[config.mk]
export PLATFORM = sky130hd
export DESIGN_NAME = id_ex_stage
export DESIGN_NICKNAME = d
export VERILOG_FILES = /design/src/rtl/id_ex_stage.sv
export SDC_FILE = /design/constraint.sdc
export NUM_CORES = 1
export LEC_CHECK = 0
export BUFFER_PORTS_ARGS = -buffer_cell sky130_fd_sc_hd__buf_2
export CAP_MARGIN = 20
export CORE_AREA = 2 2 156 158
export CTS_CLUSTER_DIAMETER = 120
export CTS_CLUSTER_SIZE = 25
export DETAILED_ROUTE_END_ITERATION = 10
export DIE_AREA = 0 0 158 160
export SLEW_MARGIN = 20
export SYNTH_ARGS = -nofsm -noshare
export SYNTH_HDL_FRONTEND = slang
export SYNTH_SLANG_ARGS = --single-unit
[constraint.sdc]
create_clock -name clk -period 2.6 [get_ports clk]
set_clock_uncertainty 0.1 [all_clocks]
set_input_delay 0.52 -clock clk [delete_from_list [all_inputs] [get_ports clk]]
set_output_delay 0.52 -clock clk [all_outputs]
set_load 0.02 [all_outputs]
[src/rtl/id_ex_stage.sv]
// ----------------------------------------------------------------------------
// id_ex_stage
// ID/EX pipeline register for the 5-stage RISC-V core.
//  - Resolves source operands in ID from the forwarding-unit selects.
//  - Detects the hazards forwarding cannot cover (writer still in EX,
//    load in MEM), stalls IF/ID and inserts a bubble into EX.
//  - A branch/jump flush from EX overrides everything but reset.
// Optional build macro: ID_EX_STALL_COUNT_EN adds stall_count / flush_count.
// ----------------------------------------------------------------------------
module id_ex_stage #(
    parameter int XLEN    = 32,
    parameter int RA_W    = 5,
    parameter int ALUOP_W = 4
) (
    input  logic               clk,
    input  logic               rst_n,

    input  logic               valid_ID,
    input  logic [RA_W-1:0]    rs1_ID,
    input  logic [RA_W-1:0]    rs2_ID,
    input  logic [RA_W-1:0]    rd_ID,
    input  logic               uses_rs1_ID,
    input  logic               uses_rs2_ID,
    input  logic [XLEN-1:0]    rs1_data_ID,
    input  logic [XLEN-1:0]    rs2_data_ID,
    input  logic [XLEN-1:0]    imm_ID,
    input  logic [XLEN-1:0]    pc_ID,
    input  logic               alu_src_ID,
    input  logic [ALUOP_W-1:0] alu_op_ID,
    input  logic               mem_read_ID,
    input  logic               mem_write_ID,
    input  logic               reg_WB_ID,

    input  logic [1:0]         forward_A,
    input  logic [1:0]         forward_B,
    input  logic [XLEN-1:0]    alu_result_MEM,
    input  logic [XLEN-1:0]    wb_data_WB,
    input  logic [RA_W-1:0]    rd_MEM,
    input  logic               mem_read_MEM,
    input  logic               flush_EX,

    output logic               stall_IF_ID,
    output logic               valid_EX,
    output logic               mem_read_EX,
    output logic               mem_write_EX,
    output logic               reg_WB_EX,
    output logic [ALUOP_W-1:0] alu_op_EX,
    output logic [RA_W-1:0]    rd_EX,
    output logic [XLEN-1:0]    operand_a_EX,
    output logic [XLEN-1:0]    operand_b_EX,
    output logic [XLEN-1:0]    store_data_EX,
    output logic [XLEN-1:0]    pc_EX,
    output logic [XLEN-1:0]    imm_EX
`ifdef ID_EX_STALL_COUNT_EN
    ,
    output logic [31:0]        stall_count,
    output logic [31:0]        flush_count
`endif
);

    logic [XLEN-1:0] fwd_a;
    logic [XLEN-1:0] fwd_b;
    logic            hz;
    logic            bubble;

    // True when the ID instruction actually reads register r (x0 never counts).
    function automatic logic src_match(input logic [RA_W-1:0] r);
        return (r != '0) &&
               ((uses_rs1_ID && (rs1_ID == r)) || (uses_rs2_ID && (rs2_ID == r)));
    endfunction

    // Operand selection from register file or the forwarding paths.
    always_comb begin
        // NOTE: every always_comb output gets a default first so no path can infer a latch.
        fwd_a = rs1_data_ID;
        fwd_b = rs2_data_ID;
        case (forward_A)
            2'b01:   fwd_a = alu_result_MEM;
            2'b10:   fwd_a = wb_data_WB;
            default: fwd_a = rs1_data_ID;
        endcase
        case (forward_B)
            2'b01:   fwd_b = alu_result_MEM;
            2'b10:   fwd_b = wb_data_WB;
            default: fwd_b = rs2_data_ID;
        endcase
    end

    // Hazards forwarding cannot resolve: result not yet produced by EX, or load data not yet back from MEM.
    always_comb begin
        hz = valid_ID && !flush_EX &&
             ((src_match(rd_EX) && reg_WB_EX && valid_EX) ||
              (src_match(rd_MEM) && mem_read_MEM));
        // A flush redirects fetch, so holding IF/ID would keep the wrong-path instruction.
        bubble = flush_EX || hz;
    end

    // Stall is suppressed while reset is held so a reset mid-stall releases cleanly.
    assign stall_IF_ID = hz && rst_n;

    // Control half of the pipeline register: bubbles clear it, loads gate it with valid_ID.
    always_ff @(posedge clk) begin
        // NOTE: sequential state uses non-blocking assignments so every register samples pre-edge values.
        if (!rst_n) begin
            valid_EX     <= 1'b0;
            mem_read_EX  <= 1'b0;
            mem_write_EX <= 1'b0;
            reg_WB_EX    <= 1'b0;
            alu_op_EX    <= '0;
            rd_EX        <= '0;
        end else if (bubble) begin
            valid_EX     <= 1'b0;
            mem_read_EX  <= 1'b0;
            mem_write_EX <= 1'b0;
            reg_WB_EX    <= 1'b0;
            alu_op_EX    <= '0;
            rd_EX        <= '0;
        end else begin
            valid_EX     <= valid_ID;
            mem_read_EX  <= mem_read_ID  && valid_ID;
            mem_write_EX <= mem_write_ID && valid_ID;
            reg_WB_EX    <= reg_WB_ID    && valid_ID;
            alu_op_EX    <= valid_ID ? alu_op_ID : '0;
            rd_EX        <= rd_ID;
        end
    end

    // Data half: always loads outside reset; its contents are meaningless behind a bubble.
    always_ff @(posedge clk) begin
        if (!rst_n) begin
            operand_a_EX  <= '0;
            operand_b_EX  <= '0;
            store_data_EX <= '0;
            pc_EX         <= '0;
            imm_EX        <= '0;
        end else begin
            operand_a_EX  <= fwd_a;
            operand_b_EX  <= alu_src_ID ? imm_ID : fwd_b;
            store_data_EX <= fwd_b;
            pc_EX         <= pc_ID;
            imm_EX        <= imm_ID;
        end
    end

`ifdef ID_EX_STALL_COUNT_EN
    // Free-running event counters; natural 32-bit wrap.
    always_ff @(posedge clk) begin
        if (!rst_n) begin
            stall_count <= '0;
            flush_count <= '0;
        end else begin
            if (hz)       stall_count <= stall_count + 32'd1;
            if (flush_EX) flush_count <= flush_count + 32'd1;
        end
    end
`endif

endmodule
Word-level counts from Yosys, hierarchy flattened
Index checks and enable logic that the tools add are counted.
{"block": "op_classes", "n_eq_ne": 8, "reduce_logical": 24, "n_mux": 3, "bitwise_logic": 2}
{"cell": "$pmux 32 s2", "count": 2}
{"cell": "$mux 32", "count": 1}
{"cell": "$eq 5x5->1", "count": 4}
{"cell": "$logic_and 1x1->1", "count": 15}
{"cell": "$reduce_bool 5->1", "count": 2}
{"cell": "$eq 2x1->1 const B", "count": 2}
{"cell": "$eq 2x2->1 const B", "count": 2}
{"cell": "$logic_or 1x1->1", "count": 4}
{"cell": "$reduce_or 3->1", "count": 1}
{"cell": "$not 1->1", "count": 2}
{"cell": "$reduce_or 2->1", "count": 1}
{"cell": "$logic_not 1->1", "count": 1}
{"block": "word_totals", "output_inout_bits": 174, "input_bits": 231, "ff_bits": 173, "wordCells": 48}

Depth between registers and ports, before layout
Gate-level depths: netlist of run 1.
{"block": "logic_depth", "depth_word": 10, "depth_mapped": 8, "ltp_nobuf": 7}

Least setup slack after synthesis of run 1
No wires, ideal clock.
{"block": "synth_timing", "path_type": "reg-to-output", "start": "register rd_EX[0]", "end": "output stall_IF_ID", "path_slack_ns": 0.402, "required_ns": 1.980, "stages_incl_launch_ff": 5, "arrival_ns": 1.578, "path_buffers": 0, "cell_sequence": "dfxtp_1 -> or3_1 -> o311a_1 -> a32oi_2 -> and2b_2"}
{"block": "synth_via", "elab_chain_cells": 9, "elab_cells_between_ends": 12, "cone_classes": "eq/ne (2); reduce/logical (10)"}
{"item": "from (decl)", "line": "48", "rtl": "output logic [RA_W-1:0] rd_EX,"}
{"item": "from (signal assigned)", "line": "124", "rtl": "rd_EX <= rd_ID;"}
{"item": "$eq 5x5->1", "line": "69", "rtl": "((uses_rs1_ID && (rs1_ID == r)) || (uses_rs2_ID && (rs2_ID == r)));"}
{"item": "$logic_and 1x1->1", "line": "69"}
{"item": "$logic_or 1x1->1", "line": "69"}
{"item": "$logic_and 1x1->1 (*)", "line": "68", "rtl": "return (r != '0) &&"}
{"item": "$logic_and 1x1->1 (*) (2 in series)", "line": "92", "rtl": "((src_match(rd_EX) && reg_WB_EX && valid_EX) ||"}
{"item": "$logic_or 1x1->1 (*)", "line": "92"}
{"item": "$logic_and 1x1->1 (*)", "line": "91", "rtl": "hz = valid_ID && !flush_EX &&"}
{"item": "$logic_and 1x1->1 (*)", "line": "99", "rtl": "assign stall_IF_ID = hz && rst_n;"}
{"item": "to (decl)", "line": "42", "rtl": "output logic stall_IF_ID,"}
Mark *: on every way between the ends. The rest lies on a longest branch, timed or not.

Worst setup path after layout of run 1
Same ends and word-level chain as after synthesis.

==> results of run 1 <==
-- repair_timing --
item                       in CTS  in global routing
pin swaps                       1                  0
gates resized for setup         5                  0
buffers inserted                2                  0
setup endpoints to repair       1                  1
-- per-stage QoR --
step | util, % | cell area (um2)
after global routing | 39.91 | 9507
after CTS | 39.90 | 9504
after floorplan | - | 6460
after global placement | 37.16 | 8851
final | 39.91 | 9507
after detailed placement | 37.16 | 8851
-- cell families after synthesis --
family	Yosys count	share of synthesized area, %
flops	173	53.61
compound gates	169	16.25
buf+inv	58	3.486
simple gates	279	23.16
xor+xnor	20	2.712
fa+ha+maj	4	0.7748
-- final timing paths --
check	endpoint	cells past startpoint
worst max register to register	alu_op_EX[3]	6
worst max-delay path	stall_IF_ID	5
worst min register to register	rd_EX[4]	5
worst min-delay path	pc_EX[1]	2
-- cells in the mapped netlist --
| cell | instances |
|---|---|
| clkbuf_1 | 47 |
| and3_1 | 4 |
| ha_1 | 4 |
| inv_1 | 5 |
| nor2_1 | 33 |
| dfxtp_1 | 173 |
| o21ai_0 | 64 |
| and2_0 | 1 |
| and2_2 | 1 |
| and3_2 | 3 |
| buf_1 | 5 |
| a32oi_2 | 1 |
| nand4_1 | 4 |
| xnor2_1 | 20 |
| a21oi_1 | 32 |
| buf_6 | 1 |
| a22oi_1 | 64 |
| o22ai_1 | 2 |
| and2_1 | 128 |
| nor2b_1 | 33 |
| nand2_1 | 69 |
| o211a_1 | 5 |
| nor3_1 | 1 |
| or3_1 | 1 |
| and2b_2 | 1 |
| o311a_1 | 1 |
-- state kept, by name, indices dropped and copies added, names as in the netlist --
name           flops
operand_a_EX      32
mem_write_EX       1
pc_EX             32
valid_EX           1
imm_EX            32
rd_EX              5
store_data_EX     32
mem_read_EX        1
reg_WB_EX          1
alu_op_EX          4
operand_b_EX      32
-- layout make-up --
cell class,count,area share (%)
antenna,1,0.02632
clock buffer,17,4.475
clock inverter,15,2.119
inverter,5,0.1974
multi-input combinational,472,29.21
sequential,173,36.48
tap,324,4.264
timing repair buffer,421,23.23
-- critical path: cells and delay by family, from the launching register on --
kind	cells	cell delay, ns
compound gates	2	0.48
buf+inv	1	0.13
flops	1	0.34
simple gates	2	0.61
-- power by group --
part / total (W) / internal [W] / switching (W)
Sequential: 0.00286 / 0.00282 / 0.0000432
Combinational: 0.00115 / 0.000458 / 0.000687
Clock: 0.00267 / 0.00133 / 0.00134
Total: 0.00667 / 0.00461 / 0.00207
-- layer usage --
metal  part of all wire (%)  wire [um]
met5                      0          0
met4                    1.5        360
met3                    8.1       1930
met2                     48      11580
met1                     42      10040
==> run metrics, run 1 <==
outcome=complete, but fails checks; failing checks=setup timing; Clock Path Buffers=2; total gr overflow=0; Least-Margin Pin Slew=0.7842 ns; min-delay src=pc_ID[1]; Iteration-0 DRC Markers=435; Yosys reg bits=173; GR Util met1=23.05%; CTS hold repair buffers=0; 1st-pass router iterations=5; most frequent cells in the layout=buf_2 (402), dfxtp_1 (171), and2_1 (128); Worst-Skew Late Latency=0.42 ns; RR Startpoint=rd_EX[0]; CP max stage delay=0.36 ns; WL/cell=16.75 um; Setup TNS=-0.007728 ns; post-route ant nets=0; Slew HR=47.72%; Die ar.=0.02528 mm2; maxcap violations=0; setup slack after layout=-0.007728 ns; met2 Use GR=30.59%; Worst setup SP type=flip-flop; slowest cell on the critical path=or3_1; synthesized cell area=0.006460 mm2; Synth area leader=dfxtp_1; register area=0.003468 mm2; GRT met3 Usage=4.749%; die width=158 um; Via density=4.418; Power, Total=0.006674 W; largest net degree at the start of global routing=161; antenna violations before repair=1; area share of the largest cell type after synthesis=53.61%; syn avg cell area=9.189 um2; first-pass GRT wire length=35.01 mm; gr usage total=18.31%; root buffer cell=clkbuf_16; CTS tree=yes; Num CTS Buffers=17; global route hottest layer=met2; commonest non-fill, non-tap cell in the layout=buf_2; Max VDD drop=0.3286 mV; Leak=4.684 nW; WHS=0.1849 ns; worst min path class=in2reg; residual DRC count=0; I/O Buffers=404; share of cells above drive strength 1=41.98%; sequential cell area fraction in the yosys report=53.61%; Syn Inst Count=703; number of unique standard cell types used by synthesis=26; clk slew on worst S/H paths=0.09 ns; Die Y=160 um; Worst Path Arrival=1.99 ns; worst-path cell chain=or3_1 -> o311a_1 -> a32oi_2 -> and2b_2 -> buf_6; CTS sink cnt=173; Synth Net Count=938; Final Non-Filler Cells=1,428; Initial Util=27.12%; post-layout min period=2.608 ns; Crit Path Category=reg2out; IO Pins=405; nets=1,325; PD cells=702.0 mW/mm2; Layout area overhead=47.16%; reg2reg setup slack=0.77 ns; final setup vio count=1; final wirelength=23.92 mm; Worst Path Required=1.98 ns; GP Congestion=0.8880; crit-path max FO=2; placed cell count=1,393; Final Cycle Share=100.3%; unrepaired setup endpoints after global routing=yes; Fillers=2,522; vias in the first global route=6,128; Place WS=0.1621 ns; FMAX=383.5 MHz; CTS H-tree lvls=4; Worst Setup End Kind=output port; vias after detailed routing=6,309; fin. max-slew vios=0; worst setup path start=rd_EX[0]; Synthesis Warnings=0; FP Rows=57; largest cells by area after synthesis=dfxtp_1 (54%), and2_1 (12%), a22oi_1 (7.4%), o21ai_0 (5.0%), nand2_1 (4.0%); area occupied by multi-input gates=0.002776 mm2; post-DP HPWL=18.29 mm; CORE AREA=0.02382 mm2; Fin. Hold Viols=0
No activity file was read; power rests on OpenSTA's default activity.
==> run 2, diff against run 1 <==
--- a/config.mk
+++ b/config.mk
@@ -12,6 +12,7 @@
 export CTS_CLUSTER_SIZE = 25
 export DETAILED_ROUTE_END_ITERATION = 10
 export DIE_AREA = 0 0 158 160
+export SKIP_CTS_REPAIR_TIMING = 1
 export SLEW_MARGIN = 20
 export SYNTH_ARGS = -nofsm -noshare
 export SYNTH_HDL_FRONTEND = slang
==> run 2 against run 1 <==
Effect of this change:
- sequential share of layout area about the same
- via count down 0.21%
- critical path depth unchanged
- global-route usage down 0.052 points
- register-to-register slack better by 0.06 ns
- hold slack better by 0.0030 ns
- maximum frequency down 1.7%
- the run still ends with setup timing left
- non-clock buffer count unchanged
- sequential power about the same
- core utilization about the same
- die area unchanged
- critical path type unchanged
==> run metrics, run 2 (synthesis results as in run 1) <==
share of cells above drive strength 1=41.98%; fin util=39.88%; Slew HR=50.47%; Via density=4.409; worst min path class=in2reg; Iteration-0 DRC Markers=477; slowest cell on the critical path=or3_1; Clock Path Buffers=2; total gr overflow=0; maxcap violations=0; Fillers=2,528; Layout area overhead=47.07%; Num CTS Buffers=17; GR Util met1=22.98%; post-DP HPWL=18.29 mm; vias in the first global route=6,106; first-pass GRT wire length=34.90 mm; unrepaired setup endpoints after global routing=yes; post-layout min period=2.652 ns; commonest non-fill, non-tap cell in the layout=buf_2; Worst-Skew Late Latency=0.42 ns; Initial Util=27.12%; Crit Path Category=reg2out; Place WS=0.1621 ns; Final Cycle Share=102.0%; worst-path cell chain=or3_1 -> o311a_1 -> a32oi_2 -> and2b_2 -> buf_2; area occupied by multi-input gates=0.002776 mm2; FMAX=377.1 MHz; Top delay family on crit path=simple AND/OR/NAND/NOR gates; fin. max-slew vios=0; clk slew on worst S/H paths=0.09 ns; Worst Path Required=1.98 ns; largest net degree at the start of global routing=161; Least-Margin Pin Slew=0.7430 ns; post-route ant nets=0; residual DRC count=0; failing checks=setup timing; 1st-pass router iterations=5; CORE AREA=0.02382 mm2; nets=1,325; GP Congestion=0.8880; gr usage total=18.26%; final setup vio count=1; met2 Use GR=30.49%; WP buf/inv=1; I/O Buffers=404; Leak=4.684 nW; WL/cell=16.74 um; root buffer cell=clkbuf_16; Fin. Hold Viols=0; FP Rows=57; Worst Path Arrival=2.03 ns; most frequent cells in the layout=buf_2 (403), dfxtp_1 (171), and2_1 (128); Die Y=160 um; Setup TNS=-0.05191 ns; final wirelength=23.91 mm; CP max stage delay=0.38 ns; CTS tree=yes; IO Pins=405; Die ar.=0.02528 mm2; register area=0.003468 mm2; PD cells=701.8 mW/mm2; global route hottest layer=met2; crit-path max FO=3; GRT met3 Usage=4.749%; CTS sink cnt=173; die width=158 um; Worst Setup End Kind=output port; setup slack after layout=-0.05191 ns; Worst setup SP type=flip-flop; Max VDD drop=0.3269 mV; antenna violations before repair=1; CTS H-tree lvls=4; vias after detailed routing=6,296; outcome=complete, but fails checks
[run 2: cell counts in the layout (fill, tap and decap cells not counted)]
No cell type changed its count.
[run 2: path summary, 6_finish.rpt]
path,start,endpoint,slack (ns),cells after the start
setup / recovery,rd_EX[0],stall_IF_ID,-0.05,5
hold / removal,pc_ID[1],pc_EX[1],0.19,2
setup reg to reg,rd_EX[0],alu_op_EX[3],0.83,5
hold reg to reg,reg_WB_EX,alu_op_EX[0],0.87,4
[run 2: area by class of cell]
class	instances	area share [%]
Tap cell	324	4.267
Sequential cell	173	36.51
Timing Repair Buffer	421	23.18
Multi-Input combinational cell	472	29.22
Clock inverter	15	2.120
Clock buffer	17	4.478
Antenna cell	1	0.02634
Inverter	5	0.1976
[run 2: power by group]
group | internal (W) | switching (W) | leakage (nW)
clock | 0.00133 | 0.00133 | 0.301
combinational | 0.000459 | 0.000688 | 2.95
sequential | 0.00282 | 0.0000437 | 1.43
total | 0.00461 | 0.00206 | 4.68
[run 2: per-stage QoR]
step                      total power [W]  hold WS (ns)  area (um2)  std cells
final                            0.006668        0.1879        9500       1428
after global routing             0.007002        0.1599        9500       1428
after CTS                        0.006778        0.1617        9478       1425
after detailed placement         0.004075        0.6304        8851       1393
after global placement           0.004070        0.6249        8851       1393
after floorplan                  0.003534        0.5417        6460        703
[run 2: metal layers]
layer  vias to the layer above  share of wire (%)
li1                       3115                  -
met4                         0                1.5
met1                      2880                 43
met5                         -                  0
met3                        20                7.5
met2                       281                 48
